**src/rtl/retospect_tickgen.sv**
```systemverilog
// Programmable tick generator: N_CH independent period counters configured
// through a daisy-chainable serial shift chain. Each channel produces either a
// one-cycle pulse or a toggling square wave per period.
module retospect_tickgen #(
    parameter int unsigned N_CH  = 6,
    parameter int unsigned CNT_W = 8
) (
    input  logic            clk,
    input  logic            reset,
    input  logic            config_en,
    input  logic            bs_in,
    output logic            bs_out,
    input  logic            restart,
    output logic [N_CH+1:0] tick_bus
);

    // Per-channel field is {en, mode, max}; channel 0 sits at the top of the
    // chain so bs_in enters its MSB and bs_out leaves the last channel's LSB.
    localparam int unsigned FW      = CNT_W + 2;
    localparam int unsigned CHAIN_W = N_CH * FW;

    logic [CHAIN_W-1:0]            chain_q, chain_d;
    logic [N_CH-1:0]               en_q, en_d;
    logic [N_CH-1:0]               mode_q, mode_d;
    logic [N_CH-1:0][CNT_W-1:0]    max_q, max_d;
    logic [N_CH-1:0][CNT_W-1:0]    cnt_q, cnt_d;
    logic [N_CH-1:0]               out_q, out_d;
    logic                          pending_q, pending_d;
    logic [FW-1:0]                 field;

    // Next-state: restart > shift > commit > count.
    always_comb begin
        chain_d   = chain_q;
        en_d      = en_q;
        mode_d    = mode_q;
        max_d     = max_q;
        cnt_d     = cnt_q;
        out_d     = out_q;
        pending_d = pending_q;
        field     = '0;

        if (restart) begin
            // Configuration untouched; a pending commit waits for restart to drop.
            cnt_d = '0;
            out_d = '0;
        end else if (config_en) begin
            chain_d   = {bs_in, chain_q[CHAIN_W-1:1]};
            pending_d = 1'b1;
        end else if (pending_q) begin
            pending_d = 1'b0;
            cnt_d     = '0;
            out_d     = '0;
            for (int unsigned k = 0; k < N_CH; k++) begin
                field     = chain_q[CHAIN_W-1-k*FW -: FW];
                en_d[k]   = field[FW-1];
                mode_d[k] = field[FW-2];
                max_d[k]  = field[CNT_W-1:0];
            end
        end else begin
            for (int unsigned k = 0; k < N_CH; k++) begin
                if (!en_q[k]) begin
                    cnt_d[k] = '0;
                    out_d[k] = 1'b0;
                end else if (cnt_q[k] == max_q[k]) begin
                    // Match is the only wrap path, so max = all-ones needs no overflow logic.
                    cnt_d[k] = '0;
                    out_d[k] = mode_q[k] ? ~out_q[k] : 1'b1;
                end else begin
                    cnt_d[k] = cnt_q[k] + CNT_W'(1);
                    out_d[k] = mode_q[k] ? out_q[k] : 1'b0;
                end
            end
        end
    end

    // State registers with asynchronous active-high reset.
    always_ff @(posedge clk or posedge reset) begin
        if (reset) begin
            chain_q   <= '0;
            en_q      <= '0;
            mode_q    <= '0;
            max_q     <= '0;
            cnt_q     <= '0;
            out_q     <= '0;
            pending_q <= 1'b0;
        end else begin
            chain_q   <= chain_d;
            en_q      <= en_d;
            mode_q    <= mode_d;
            max_q     <= max_d;
            cnt_q     <= cnt_d;
            out_q     <= out_d;
            pending_q <= pending_d;
        end
    end

    // Outputs straight from registers.
    always_comb begin
        bs_out   = chain_q[0];
        tick_bus = {out_q, 2'b10};
    end

endmodule

```
**config.mk**
```make
export PLATFORM = sky130hd
export DESIGN_NAME = retospect_tickgen
export DESIGN_NICKNAME = d
export VERILOG_FILES = /design/src/rtl/retospect_tickgen.sv
export SDC_FILE = /design/constraint.sdc
export NUM_CORES = 1
export LEC_CHECK = 0
export ABC_AREA = 1
export CAP_MARGIN = 20
export CORE_MARGIN = 10
export CORE_UTILIZATION = 49
export CTS_BUF_LIST = sky130_fd_sc_hd__clkbuf_16
export CTS_CLUSTER_SIZE = 12
export DETAILED_ROUTE_END_ITERATION = 6
export PLACE_DENSITY_LB_ADDON = 0.12
export SLEW_MARGIN = 0
export SYNTH_ARGS = -nofsm -noshare
export SYNTH_HDL_FRONTEND = slang
export SYNTH_SLANG_ARGS = --single-unit
```
**constraint.sdc**
```tcl
create_clock -name clk -period 6.76 [get_ports clk]
set_clock_uncertainty 0.15 [all_clocks]
set_input_delay 0.676 -clock clk [delete_from_list [all_inputs] [get_ports clk]]
set_output_delay 0.676 -clock clk [all_outputs]
set_load 0.03 [all_outputs]
```
==> impl_metrics.csv <==
group,metric,value,unit
setup_path,cpPeakStageDelay,680,ps
cells_and_area,antenna_cells,0,
timing,finalCritPeriodShare,0.421,
floorplan,coreArea,16500,um^2
yosys,synthXorXnorAreaFrac,0.0534,
setup_path,critPathCaptureType,"flip-flop",
routing,top_layer_used,"met4",
yosys,yosysWarnings,0,
setup_path,reg2reg_depth,8,
cells_and_area,multiInputGateArea,3100,um^2
routing,drc,0,
clock_network,cts_htree_levels,4,
power,p_leak,4.17,nW
routing,viasPerCell,4.75,
timing,finalHoldViolations,0,
yosys,synth-edff-count,0,
global_route,grt_pass1_wl,25900,um
status,outcome,"completed",
flow_run,cap_violations,0,
yosys,synth_compound_area_frac,0.115,
placement,dp.cells,1186,
routing,drtPass1Iterations,5,
clock_network,cts.path.max_buffers,2,
yosys,syn_area,8210,um^2
yosys,muxShareOfSynthArea,0,
worst_hold_path,hold_class,"reg2reg",
clock_network,post_cts_buffers,0,
floorplan,fp.dieArea,22300,um^2
global_route,grt_max_degree,123,
timing,fin_crit,2840,ps
yosys,synth.top_cell.area_share,0.534,
routing,drt_iter0_drc,312,
power,p_seq_frac,0.491,
setup_path,critPathLaunchType,"input pin",
placement,portBuffers,11,
setup_path,path_depth,7,
yosys,ys_seq_area_frac,0.534,
power,internal_power,0.00191,W
power,switchingPower,0.000782,W
cells_and_area,mostFrequentLayoutCell,"nand2_1",
clock_network,root_buffer,"clkbuf_16",
setup_path,cpMaxStageDelayCell,"buf_4",
cells_and_area,drive_above_1_share,0.0511,
routing,antenna_left,0,
timing,final.setup.tns,0,ps
setup_path,arrival,3040,ps
routing,wl_met1,7390,um
cells_and_area,layout_common_cells,"308 x nand2_1, 175 x dfrtp_1, 141 x inv_1",
clock_network,postCtsHoldBufs,0,
global_route,track_usage,0.140,
yosys,synth_top_family_by_area,"simple AND/OR/NAND/NOR gates",
timing,relSlewSlack,0.383,
timing,max_freq,352,MHz
cells_and_area,area_growth,9.86,%
yosys,synthAdderAreaFrac,0.00915,
power,pwr-share-clk,0.347,
power,switching_share,0.290,
yosys,synth-seq-cells,175,
clock_network,cts_buffers,17,
cells_and_area,finalNonFillerCells,1219,
floorplan,initial_core_util,0.497,
yosys,ys_types,28,
setup_path,cp_max_fo,122,
timing,setup_violations,0,
yosys,synth-main-ff-cell,"dfrtp_1",
global_route,antenna_found_initial,0,
power,peakVddDrop,0.183,mV
placement,gp_congestion,0.721,
cells_and_area,ff_latch_area,4380,um^2
setup_path,crit_chain,"clkdlybuf4s50_1, inv_2, nand2_8, buf_4, nand2_1, xor2_1, a21oi_1",
yosys,synth-simple-area-share,0.196,
global_route,grt_overflow,0,
timing,slew_viol_final,0,
global_route,grt_pass1_vias,5677,
setup_path,crit_family,"buffers and inverters",
power,p_comb_frac,0.162,
yosys,avgSynthCellArea,8.28,um^2
yosys,synth_async_sr_flop_share,1.00,
yosys,postSynthNetCount,1002,
yosys,synth_cells,991,
clock_network,clk_pin_slew,60,ps
clock_network,cts_resized,0,
floorplan,fp.dieH,149,um
clock_network,clk_latency,430,ps
worst_hold_path,hold_depth,2,
placement,placed_cell_area,8440,um^2
routing,num_vias,5789,
floorplan,ios,14,
cells_and_area,nFillCells,1515,
yosys,ys_top_cells_by_area,"dfrtp_1 53%, nand2_1 14%, o21ai_0 7.7%",
timing,tightestPinTransition,926,ps
clock_network,cts_sinks,175,
placement,dp_hpwl,9250,um
power,power.density,299,nW/um^2
setup_path,criticalPathCategory,"in2reg",
timing,rsz0062_at_grt,"false",
clock_network,cts_tree,"done",
routing,wl_met2,6710,um
cells_and_area,nets,997,
floorplan,die_x,149,um
setup_path,cp_num_buf_inv,3,
floorplan,row_count,47,
routing,routed_wl,14700,um
routing,dr_wl_met3,495,um
setup_path,worstPathRequired,6950,ps
routing,post_drt_wl_per_cell,12.1,um
yosys,synth_top_cell_by_area,"dfrtp_1",
cells_and_area,final_area,9020,um^2
cells in the mapped netlist, types with 5 or more instances:
master	count
xor2_1	28
a21oi_1	42
nor2_1	34
xnor2_1	22
nand3_2	6
buf_2	25
o21ai_0	127
dfrtp_1	175
nand4_1	5
clkbuf_1	8
inv_1	141
o22ai_1	6
ha_1	6
a21boi_0	5
nand2_1	308
nand3_1	31
cells by family after synthesis:
family                     count (synthesis)
xor gates and xnor gates                  50
buffers and inverters                    183
and+or+nand+nor                          392
DFF                                      175
other                                      2
AOI/OAI and AO/OA                        183
adders and majority gates                  6
worst register-to-register path: cells and delay by family (launching register included):
kind | cells | cell delay [ps]
buffers and inverters | 1 | 40
flip-flops | 1 | 420
AND/OR/NAND/NOR | 7 | 1250
power groups by stage:
stage                     Clock (W)  Sequential (W)  Combinational [W]
after floorplan                   0         0.00133           0.000347
after CTS                  0.000960         0.00132           0.000448
final                      0.000934         0.00132           0.000437
after global placement            0         0.00134           0.000435
after detailed placement          0         0.00134           0.000445
after global routing       0.000995         0.00135           0.000528
stage by stage:
step | hold slack [ps] | setup slack [ps] | utilization | total power, W
floorplan | 303 | 1190 | - | 0.00167
global placement | 318 | 3490 | 0.510 | 0.00177
detailed placement | 323 | 3470 | 0.510 | 0.00179
CTS | 338 | 3910 | 0.544 | 0.00273
global route | 350 | 3730 | 0.546 | 0.00287
finish | 332 | 3920 | 0.546 | 0.00269
final cells by class:
class                   count  area share
flip-flops and latches    175       0.486
clock buffers              17      0.0472
repair buffers             16      0.0186
inverters                 143      0.0601
well taps                 220      0.0305
clock inverters            15      0.0143
multi-input cells         633       0.344
metal layers:
metal | track usage | up-vias
met5 | 0 | -
met4 | 0.0397 | 0
met3 | 0.0383 | 6
met2 | 0.224 | 53
met1 | 0.182 | 2657
li1 | - | 3073
sequential cells by signal (all words and copies together) (netlist names):
| signal | cells |
|---|---|
| en_q | 6 |
| pending_q | 1 |
| chain_q | 60 |
| out_q | 6 |
| mode_q | 6 |
| cnt_q | 48 |
| max_q | 48 |
path summary, 6_finish.rpt:
check,from,to,slack [ps]
max,restart,cnt_q[18],3920
min,chain_q[7],chain_q[7],330
max reg2reg,pending_q,out_q[2],4800
min reg2reg,chain_q[7],chain_q[7],330
max in group asynchronous,reset,chain_q[7],4890
min in group asynchronous,reset,max_q[22],400
(Power assumes the default switching activity.)
